[src/rtl/nrs_cinit_seq_if.sv]
// Command/seed bundle for the NRS/CRS scrambling-seed sequencer.
// The master side issues commands and consumes seeds; the slave side is the sequencer.
interface nrs_cinit_seq_if #(
  parameter int WIDTH_B = 9
);
  logic               start;
  logic [WIDTH_B-1:0] N_cell_ID;
  logic               ncp;
  logic [4:0]         start_slot;
  logic [4:0]         num_slots;
  logic [30:0]        cinit;
  logic               valid;
  logic               ready;
  logic               last;
  logic               busy;
  logic               done;

  modport master (
    output start, N_cell_ID, ncp, start_slot, num_slots, ready,
    input  cinit, valid, last, busy, done
  );

  modport slave (
    input  start, N_cell_ID, ncp, start_slot, num_slots, ready,
    output cinit, valid, last, busy, done
  );
endinterface

[src/rtl/nrs_cinit_seq.sv]
// Walks (slot, symbol) pairs and emits the Gold-sequence seed
// c_init = 2^10*(7*(ns+1)+l+1)*(2*N_cell_ID+1) + 2*N_cell_ID + N_CP for each pair.
module nrs_cinit_seq #(
  parameter int                WIDTH_B = 9,
  parameter int                NSYM    = 2,
  parameter logic [3*NSYM-1:0] L_LIST  = {3'd6, 3'd5}
) (
  input  logic              clk,
  input  logic              rst,
  nrs_cinit_seq_if.slave    bus
);

  localparam int B_W   = WIDTH_B + 1;
  localparam int ACC_W = 8 + B_W;
  localparam int SUM_W = (ACC_W + 10 > 31) ? ACC_W + 10 : 31;

  typedef enum logic [1:0] {
    S_IDLE,
    S_LOAD,
    S_MUL,
    S_OUT
  } state_e;

  state_e             state_q;
  logic [WIDTH_B-1:0] n_cell_q;
  logic               ncp_q;
  logic [4:0]         slot_q;
  logic [4:0]         rem_q;
  logic [1:0]         si_q;
  logic [7:0]         a_q;
  logic [B_W-1:0]     b_q;
  logic [ACC_W-1:0]   acc_q;
  logic [2:0]         bit_q;
  logic [30:0]        cinit_q;
  logic               valid_q;
  logic               last_q;
  logic               busy_q;
  logic               done_q;

  logic [2:0]         l_sel;
  logic [7:0]         a_d;
  logic [ACC_W-1:0]   acc_d;
  logic [SUM_W-1:0]   sum;
  logic [30:0]        cinit_d;
  logic               last_pair;
  logic               start_ok;

  // NOTE: every signal written here gets a default before any branch, so no latch is inferred.
  always_comb begin
    l_sel = '0;
    for (int i = 0; i < NSYM; i++) begin
      if (si_q == 2'(i)) l_sel = L_LIST[3*i +: 3];
    end
    a_d       = ({3'b000, slot_q} + 8'd1) * 8'd7 + {5'b00000, l_sel} + 8'd1;
    acc_d     = acc_q + (a_q[bit_q] ? (ACC_W'(b_q) << bit_q) : '0);
    // Mod-2^31 truncation of the seed is implicit in taking the low 31 bits.
    sum       = (SUM_W'(acc_d) << 10) + SUM_W'(b_q) - SUM_W'(1) + SUM_W'(ncp_q);
    cinit_d   = sum[30:0];
    last_pair = (rem_q == 5'd1) && (si_q == 2'(NSYM - 1));
    start_ok  = bus.start && (bus.num_slots != 5'd0) && (bus.num_slots <= 5'd20)
                && (bus.start_slot <= 5'd19);
  end

  // NOTE: sequential state is updated only with non-blocking assignments so every
  // register sees pre-edge values regardless of statement order.
  always_ff @(posedge clk or negedge rst) begin
    if (!rst) begin
      state_q  <= S_IDLE;
      n_cell_q <= '0;
      ncp_q    <= 1'b0;
      slot_q   <= '0;
      rem_q    <= '0;
      si_q     <= '0;
      a_q      <= '0;
      b_q      <= '0;
      acc_q    <= '0;
      bit_q    <= '0;
      cinit_q  <= '0;
      valid_q  <= 1'b0;
      last_q   <= 1'b0;
      busy_q   <= 1'b0;
      done_q   <= 1'b0;
    end else begin
      done_q <= 1'b0;
      case (state_q)
        S_IDLE: begin
          if (start_ok) begin
            n_cell_q <= bus.N_cell_ID;
            ncp_q    <= bus.ncp;
            slot_q   <= bus.start_slot;
            rem_q    <= bus.num_slots;
            si_q     <= '0;
            busy_q   <= 1'b1;
            state_q  <= S_LOAD;
          end
        end

        S_LOAD: begin
          a_q     <= a_d;
          b_q     <= {n_cell_q, 1'b1};
          acc_q   <= '0;
          bit_q   <= '0;
          state_q <= S_MUL;
        end

        S_MUL: begin
          acc_q <= acc_d;
          bit_q <= bit_q + 3'd1;
          if (bit_q == 3'd7) begin
            cinit_q <= cinit_d;
            valid_q <= 1'b1;
            last_q  <= last_pair;
            state_q <= S_OUT;
          end
        end

        S_OUT: begin
          if (bus.ready) begin
            valid_q <= 1'b0;
            last_q  <= 1'b0;
            cinit_q <= '0;
            if (si_q == 2'(NSYM - 1)) begin
              si_q   <= '0;
              slot_q <= (slot_q == 5'd19) ? 5'd0 : slot_q + 5'd1;
              rem_q  <= rem_q - 5'd1;
            end else begin
              si_q <= si_q + 2'd1;
            end
            if (last_q) begin
              done_q  <= 1'b1;
              busy_q  <= 1'b0;
              state_q <= S_IDLE;
            end else begin
              state_q <= S_LOAD;
            end
          end
        end

        default: state_q <= S_IDLE;
      endcase
    end
  end

  assign bus.cinit = cinit_q;
  assign bus.valid = valid_q;
  assign bus.last  = last_q;
  assign bus.busy  = busy_q;
  assign bus.done  = done_q;

endmodule
[src/flat_wrapper.sv]
// flat-port wrapper written by rule: the top's interface ports become plain ports
module nrs_cinit_seq_flat 
#(
  parameter int                WIDTH_B = 9,
  parameter int                NSYM    = 2,
  parameter logic [3*NSYM-1:0] L_LIST  = {3'd6, 3'd5}
)
  (clk, rst, bus_start, bus_N_cell_ID, bus_ncp, bus_start_slot, bus_num_slots, bus_ready, bus_cinit, bus_valid, bus_last, bus_busy, bus_done);
  nrs_cinit_seq_if #(.WIDTH_B(WIDTH_B)) bus_i ();
  input  logic clk;
  input  logic rst;
  input wire logic [$bits(bus_i.start)-1:0] bus_start;
  input wire logic [$bits(bus_i.N_cell_ID)-1:0] bus_N_cell_ID;
  input wire logic [$bits(bus_i.ncp)-1:0] bus_ncp;
  input wire logic [$bits(bus_i.start_slot)-1:0] bus_start_slot;
  input wire logic [$bits(bus_i.num_slots)-1:0] bus_num_slots;
  input wire logic [$bits(bus_i.ready)-1:0] bus_ready;
  output wire logic [$bits(bus_i.cinit)-1:0] bus_cinit;
  output wire logic [$bits(bus_i.valid)-1:0] bus_valid;
  output wire logic [$bits(bus_i.last)-1:0] bus_last;
  output wire logic [$bits(bus_i.busy)-1:0] bus_busy;
  output wire logic [$bits(bus_i.done)-1:0] bus_done;
  assign bus_i.start = bus_start;
  assign bus_i.N_cell_ID = bus_N_cell_ID;
  assign bus_i.ncp = bus_ncp;
  assign bus_i.start_slot = bus_start_slot;
  assign bus_i.num_slots = bus_num_slots;
  assign bus_i.ready = bus_ready;
  assign bus_cinit = bus_i.cinit;
  assign bus_valid = bus_i.valid;
  assign bus_last = bus_i.last;
  assign bus_busy = bus_i.busy;
  assign bus_done = bus_i.done;
  nrs_cinit_seq #(.WIDTH_B(WIDTH_B), .NSYM(NSYM), .L_LIST(L_LIST)) u_core (.clk(clk), .rst(rst), .bus(bus_i));
endmodule
[config.mk]
export PLATFORM = sky130hd
export DESIGN_NAME = nrs_cinit_seq_flat
export DESIGN_NICKNAME = d
export VERILOG_FILES = /design/src/rtl/nrs_cinit_seq_if.sv /design/src/rtl/nrs_cinit_seq.sv /design/src/flat_wrapper.sv
export SDC_FILE = /design/constraint.sdc
export NUM_CORES = 1
export LEC_CHECK = 0
export BUFFER_PORTS_ARGS = -buffer_cell sky130_fd_sc_hd__buf_2
export CORE_ASPECT_RATIO = 1.5
export CORE_MARGIN = 8
export CORE_UTILIZATION = 45
export CTS_CLUSTER_SIZE = 24
export DETAILED_ROUTE_END_ITERATION = 10
export SLEW_MARGIN = 5
export SYNTH_ARGS = -nofsm -noshare
export SYNTH_HDL_FRONTEND = slang
export SYNTH_SLANG_ARGS = --single-unit
[constraint.sdc]
create_clock -name clk -period 11.92 [get_ports clk]
set_input_delay 1.788 -clock clk [delete_from_list [all_inputs] [get_ports clk]]
set_output_delay 1.788 -clock clk [all_outputs]
set_load 0.1 [all_outputs]
==> qor.yml, run 1 <==
detailed_routing:
  detailroute.via_count: 5320
  drt-initial-drc-count: 256
  detail_route.vias_per_cell: 5.55
  drt_first_pass_iters: 4
  ant_nets: 0
  detail_route.drc_violations: 0
  wire_length_per_cell_um: 17.2
  detail_route.wirelength_um: 16500
critical_path:
  cp_cell_sequence: "mux4_2, nand2_1, and2_1, nor2_1, ha_1, nand4_1, a211oi_1, o31ai_1, a221oi_4, nand3_2, nor4b_2, a21o_1"
  critPathCaptureType: "register"
  crit_slowest_cell: "dfrtp_1"
  worst_path_largest_cell_delay_ns: 0.76
  setup.worst_path.start_class: "register"
  critPathRequiredTime_ns: 12.22
  rr_endpoint: "u_core.bus.cinit[30]"
  critical_path.max_fanout: 17
  timing.reg2reg.setup_slack_ns: 7.32
  cp_data_arrival_time_ns: 4.90
  worst_r2r_startpoint: "u_core.bit_q[0]"
  timing.setup.critical_path_class: "reg2reg"
  timing.reg2reg.worst_path_depth: 12
cts:
  buffer_cell_driving_the_clock_tree_root: "clkbuf_16"
  cts_hold_buf: 0
  clock_tree_from_tritoncts: "yes"
  cts_inserted_buffers: 9
  numClockSinks: 98
  cts_buffer_depth: 2
  clk_transition_reported_paths_ns: 0.07
  clock_insertion_delay_at_the_later_pin_of_the_skew_report_ns: 0.35
  cts_setup_buffers: 0
  ctsResizeCount: 0
  htreeDepth: 3
timing:
  rsz0062_at_grt: "false"
  setup_viol: 0
  timing.max_slew.rel_slack_pct: 20.2
  finalCriticalPeriod_ns: 4.60
  slew_viol_final: 0
  clock-skew-final_ns: 0.00858
  setup_tns_ns: 0
  period_share_pct: 38.6
  hold_violations: 0
  worst-slew-pin-transition_ns: 1.20
  max_freq_ghz: 0.217
layout:
  antennaDiodeCount: 0
  drive_gt1_share_pct: 16.8
  flow.area_growth_from_synthesis_pct: 11.3
  nets: 829
global_route:
  grt_first_pass_wirelength_um: 27600
  maximum_number_of_pins_on_one_net_before_global_route_repair: 79
  grt_pass1_vias: 5558
  antenna_found_initial: 0
  overflow: 0
  groute.usage.overall_pct: 18.5
floorplanning:
  fp.coreArea_um2: 14500
  start_util_pct: 45.6
  io-pin-count: 59
  design.die.area_um2: 18900
  die_w_um: 115
  die_height_um: 164
  rows: 54
yosys:
  syn-mean-instance-area_um2: 9.22
  synth_enable_flop_cells: 0
  yosys_warnings: 0
  synthesis.instances: 715
  synth_flop_cell: "dfrtp_1"
  synth.net_count: 787
  post_synthesis_register_bit_count: 98
  async_reset_ff_share_pct: 100
  yosys.cell_types.count: 72
  post_synth_instance_area_um2: 6590
  seq_area_frac_synth_pct: 37.2
worst_hold_path:
  min-delay-path-class: "reg2reg"
  holdCritStartpoint: "u_core.bus.cinit[11]"
  timing.hold.worst_endpoint: "u_core.bus.cinit[11]"
  timing.hold.worst_path_depth: 2
place:
  hpwlAfterDp_um: 12600
  place.port_buffers: 58
  place.gp.congestion: 0.892
run_status:
  status: "finished clean"
job:
  cap_violations: 0
critical path: cells and delay by family, from the launching register on:
family | cells | cell delay (ns)
AND/OR/NAND/NOR | 6 | 1.28
AO/OA/AOI/OAI | 4 | 1.48
multiplexers | 1 | 0.58
flip-flops | 1 | 0.76
adder cells (fa/ha/maj) | 1 | 0.45
final cells by class:
cell class	count	area [µm²]
timing repair buffer	62	323
clock inverter	7	72.6
sequential	98	2450
tap	196	245
fill	1420	7120
multi-input combinational	529	3810
inverter	57	214
clock buffer	9	225
worst max-delay path by stage:
stage / startpoint / endpoint / slack, ns / cells after the start
3_3_place_gp: u_core.bit_q[0] / u_core.bus.cinit[28] / 7.51 / 12
5_1_grt: u_core.bit_q[0] / u_core.bus.cinit[30] / 6.91 / 12
6_report: u_core.bit_q[0] / u_core.bus.cinit[30] / 7.32 / 12
3_5_place_dp: u_core.bit_q[0] / u_core.bus.cinit[30] / 7.36 / 12
2_1_floorplan: u_core.bit_q[0] / u_core.bus.cinit[24] / 7.91 / 16
4_1_cts: u_core.bit_q[0] / u_core.bus.cinit[30] / 7.34 / 12
placed cells by master (no fill, tap or decap), types with 3 or more instances in the layout:
cell type,n
o221ai_1,5
inv_1,56
nor3_1,13
dfrtp_1,98
ha_1,41
mux2i_1,16
o31ai_1,8
o21ai_0,46
xor2_1,14
buf_4,5
or3_1,8
or2_2,3
o21ai_1,3
o211ai_1,6
nor2b_1,5
a31oi_1,5
clkbuf_16,9
nand4_1,6
o21a_1,8
buf_2,57
and4_1,3
fa_1,7
and3_1,3
nor2_1,54
nand3_1,23
nand2_1,65
nand2b_1,9
xnor2_1,26
a211oi_1,4
and2_1,3
o22ai_1,16
a21o_1,18
a21oi_1,35
mux2_2,28
state kept, by name, summed over array words and instances (netlist names):
name,count
u_core.a_q,8
u_core.acc_q,18
u_core.slot_q,5
u_core.si_q,2
u_core.bus.valid,1
u_core.bus.done,1
u_core.bit_q,3
u_core.rem_q,5
u_core.bus.last,1
u_core.ncp_q,1
u_core.state_q,2
u_core.b_q,10
u_core.n_cell_q,9
u_core.bus.busy,1
u_core.bus.cinit,31
routing by layer:
metal	track usage, %	wire, µm	up-vias
met5	0	0	-
met4	6.96	349	0
met3	2.50	509	21
met2	34.3	8880	100
met1	20.9	6730	2600
li1	-	-	2599
Yosys cell counts (all sizes together), types with 3 or more instances:
library cell | number | area (µm²)
nand2b | 9 | 56.3
mux2 | 29 | 327
xnor2 | 26 | 228
nand2 | 65 | 244
a21o | 18 | 135
nand4 | 6 | 37.5
ha | 41 | 513
o21ai | 50 | 250
nor2 | 54 | 203
or3 | 9 | 61.3
mux2i | 16 | 160
and4 | 3 | 26.3
o22ai | 16 | 100
a21oi | 35 | 175
nor2b | 6 | 45.0
o31ai | 8 | 60.1
o211ai | 6 | 45.0
a31oi | 5 | 31.3
and2 | 4 | 27.5
xor2 | 14 | 123
nand3 | 24 | 125
dfrtp | 98 | 2450
nor3 | 15 | 91.3
o221ai | 5 | 43.8
inv | 56 | 210
and3 | 3 | 18.8
or2 | 3 | 18.8
clkbuf | 23 | 86.3
o21a | 8 | 60.1
fa | 7 | 140
a211oi | 6 | 62.6
buf | 8 | 42.5
nor3b | 3 | 27.5
cells by family after synthesis:
kind of cell / share of synthesized area, %
xor+xnor: 5.31
fa+ha+maj: 9.91
buf+inv: 5.20
compound gates: 17.9
flops: 37.2
mux: 8.06
simple gates: 16.4
metrics by stage:
stage                     cell area, µm²  setup slack (ns)  hold WS (ns)  cells  util [%]
after floorplan                     6590              7.91         0.449    715         -
after global placement              7040              7.51         0.459    942      48.7
after detailed placement            7040              7.36         0.461    942      48.7
after CTS                           7340              7.34         0.484    958      50.8
after global routing                7340              6.91         0.496    958      50.8
final                               7340              7.32         0.479    958      50.8
Power of run 1 is left out: the tool's default activity adds up to more than one toggle a clock period on the data nets, which glitch-free logic cannot reach.
==> run 2: changes to the inputs <==
Settings changed: PLACE_DENSITY set to 0.66.
Clock period 11.92 ns to 4.05 ns, I/O delays scaled along.
==> qor.yml, run 2 (synthesis results as in run 1) <==
run_status:
  status: "finished clean"
critical_path:
  timing.reg2reg.setup_slack_ns: 0.27  # -7.05 ns
  timing.setup.critical_path_class: "reg2reg"
  cp_data_arrival_time_ns: 4.02  # -0.88 ns
  timing.reg2reg.worst_path_depth: 13  # +1
  setup.worst_path.start: "u_core.bit_q[0]"
  critical_path.max_fanout: 9  # -8
  critPathRequiredTime_ns: 4.28  # -7.94 ns
  critPathCaptureType: "register"
  worst_r2r_startpoint: "u_core.bit_q[0]"
  setup.worst_path.start_class: "register"
  timing.critical_path.to: "u_core.bus.cinit[24]"
  rr_endpoint: "u_core.bus.cinit[24]"
detailed_routing:
  drt_first_pass_iters: 4  # unchanged
  drt-initial-drc-count: 238  # -7.0%
  detail_route.wirelength_um: 16300  # -0.77%
  ant_nets: 0  # unchanged
  detailroute.via_count: 5425  # +2.0%
  wire_length_per_cell_um: 16.7  # -2.7%
  routed-wl-met3_um: 467  # -8.3%
  detail_route.drc_violations: 0  # unchanged
  maxUsedRoutingLayer: "met4"
  detail_route.vias_per_cell: 5.55  # about the same
  m1WireLength_um: 6770  # +0.61%
  met2_length_um: 8630  # -2.8%
global_route:
  maximum_number_of_pins_on_one_net_before_global_route_repair: 47  # -41%
  antenna_found_initial: 0  # unchanged
  overflow: 0  # unchanged
  groute.usage.overall_pct: 18.1  # -0.37 points
  grt_first_pass_wirelength_um: 27200  # -1.3%
  grt_pass1_vias: 5598  # +0.72%
layout:
  antennaDiodeCount: 0  # unchanged
  most_common_library_cell_in_the_layout_ignoring_fill_and_taps: "dfrtp_1"
  register_area_um2: 2450  # about the same
  flow.area_growth_from_synthesis_pct: 13.7
  layout.cells.most_common_list: "dfrtp_1 (97), nand2_1 (65), buf_2 (57)"
  utilization_pct: 51.8  # +1.1 points
  multi_input_comb_area_um2: 3840  # +0.72%
  nFillCells: 1405  # -1.1%
  drive_gt1_share_pct: 19.2  # +2.4 points
  largest_register_ff_count: 31  # unchanged
  nets: 848  # +2.3%
timing:
  timing.max_slew.rel_slack_pct: 23.7  # +3.5 points
  hold_violations: 0  # unchanged
  period_share_pct: 93.4  # +55 points
  finalCriticalPeriod_ns: 3.78  # -0.819 ns
  clock-skew-final_ns: 0.00817  # -0.000411 ns
  setup_tns_ns: 0  # unchanged
  slew_viol_final: 0  # unchanged
  rsz0062_at_grt: "false"
  setup_viol: 0  # unchanged
  worst-slew-pin-transition_ns: 1.14  # -0.0519 ns
  max_freq_ghz: 0.264  # +22%
floorplanning:
  fp.coreArea_um2: 14500  # unchanged
  design.die.area_um2: 18900  # unchanged
  die_w_um: 115  # unchanged
  die_height_um: 164  # unchanged
  start_util_pct: 45.6  # unchanged
  io-pin-count: 59  # unchanged
  rows: 54  # unchanged
cts:
  numClockSinks: 98  # unchanged
  cts_inserted_buffers: 9  # unchanged
  clk_transition_reported_paths_ns: 0.07  # about the same
  cts_hold_buf: 0  # unchanged
  clock_insertion_delay_at_the_later_pin_of_the_skew_report_ns: 0.35  # about the same
  htreeDepth: 3  # unchanged
  clock_tree_from_tritoncts: "yes"
  cts_buffer_depth: 2  # unchanged
  buffer_cell_driving_the_clock_tree_root: "clkbuf_16"
job:
  cap_violations: 0  # unchanged
worst_hold_path:
  min-delay-path-class: "in2async"
place:
  place.gp.congestion: 0.929  # +4.2%
  hpwlAfterDp_um: 12700  # +0.67%
  place.port_buffers: 58  # unchanged
-- run 2: changes by cell type in the layout (fill, tap and decap cells not counted), sizes merged --
cell / previous run / this run
clkinv: 4 / 3
inv: 59 / 56
buf: 62 / 81
clkbuf: 9 / 13
-- run 2: layer usage --
metal  GRT usage [%]  vias to the layer above
met5               0                        -
met4            7.98                        0
met3            2.50                       33
met2            33.3                      109
met1            20.2                     2643
li1                -                     2640
-- run 2: metrics by stage --
step           hold slack [ns]  setup slack [ns]  area, µm²  instances
3_3_place_gp             0.460             0.199       7190        961
3_5_place_dp             0.463             0.118       7190        961
4_1_cts                  0.171             0.128       7460        977
6_report                 0.165             0.266       7490        977
2_1_floorplan            0.312            0.0370       6590        715
5_1_grt                  0.183            0.0164       7490        977
-- run 2: timing repair --
action	4_1_cts	5_1_grt
setup buffers	0	0
resized for setup	0	10
endpoints found under the setup margin	0	10
-- run 2: layout make-up --
cell class / count / share of cell area [%]
Tap cell: 196 / 3.27
Clock inverter: 3 / 0.334
Timing Repair Buffer: 81 / 6.26
Sequential cell: 98 / 32.7
Clock buffer: 13 / 3.34
Multi-Input combinational cell: 529 / 51.2
Inverter: 57 / 2.85
-- run 2: critical path: stages (launching register included) --
cell and delay [ns]:
dfrtp_2 0.40, mux4_2 0.50, nand2_1 0.19, and2_4 0.23, nor2_1 0.06, ha_1 0.34
a21o_1 0.22, a31o_1 0.26, o31a_1 0.28, or3_4 0.36, and2_4 0.19, nor3_4 0.24
a211oi_1 0.11, a211o_1 0.28
-- run 2: worst min path at each step --
| stage | startpoint | end | slack, ns | cells past startpoint |
|---|---|---|---|---|
| detailed placement | u_core.bus.valid | u_core.bus.valid | 0.46 | 2 |
| finish | rst | u_core.rem_q[2] | 0.17 | 1 |
| global placement | u_core.bus.cinit[4] | u_core.bus.cinit[4] | 0.46 | 2 |
| floorplan | rst | u_core.a_q[0] | 0.31 | 0 |
| global route | rst | u_core.rem_q[2] | 0.18 | 1 |
| CTS | rst | u_core.rem_q[2] | 0.17 | 1 |
Power of run 2 is left out for the same reason.
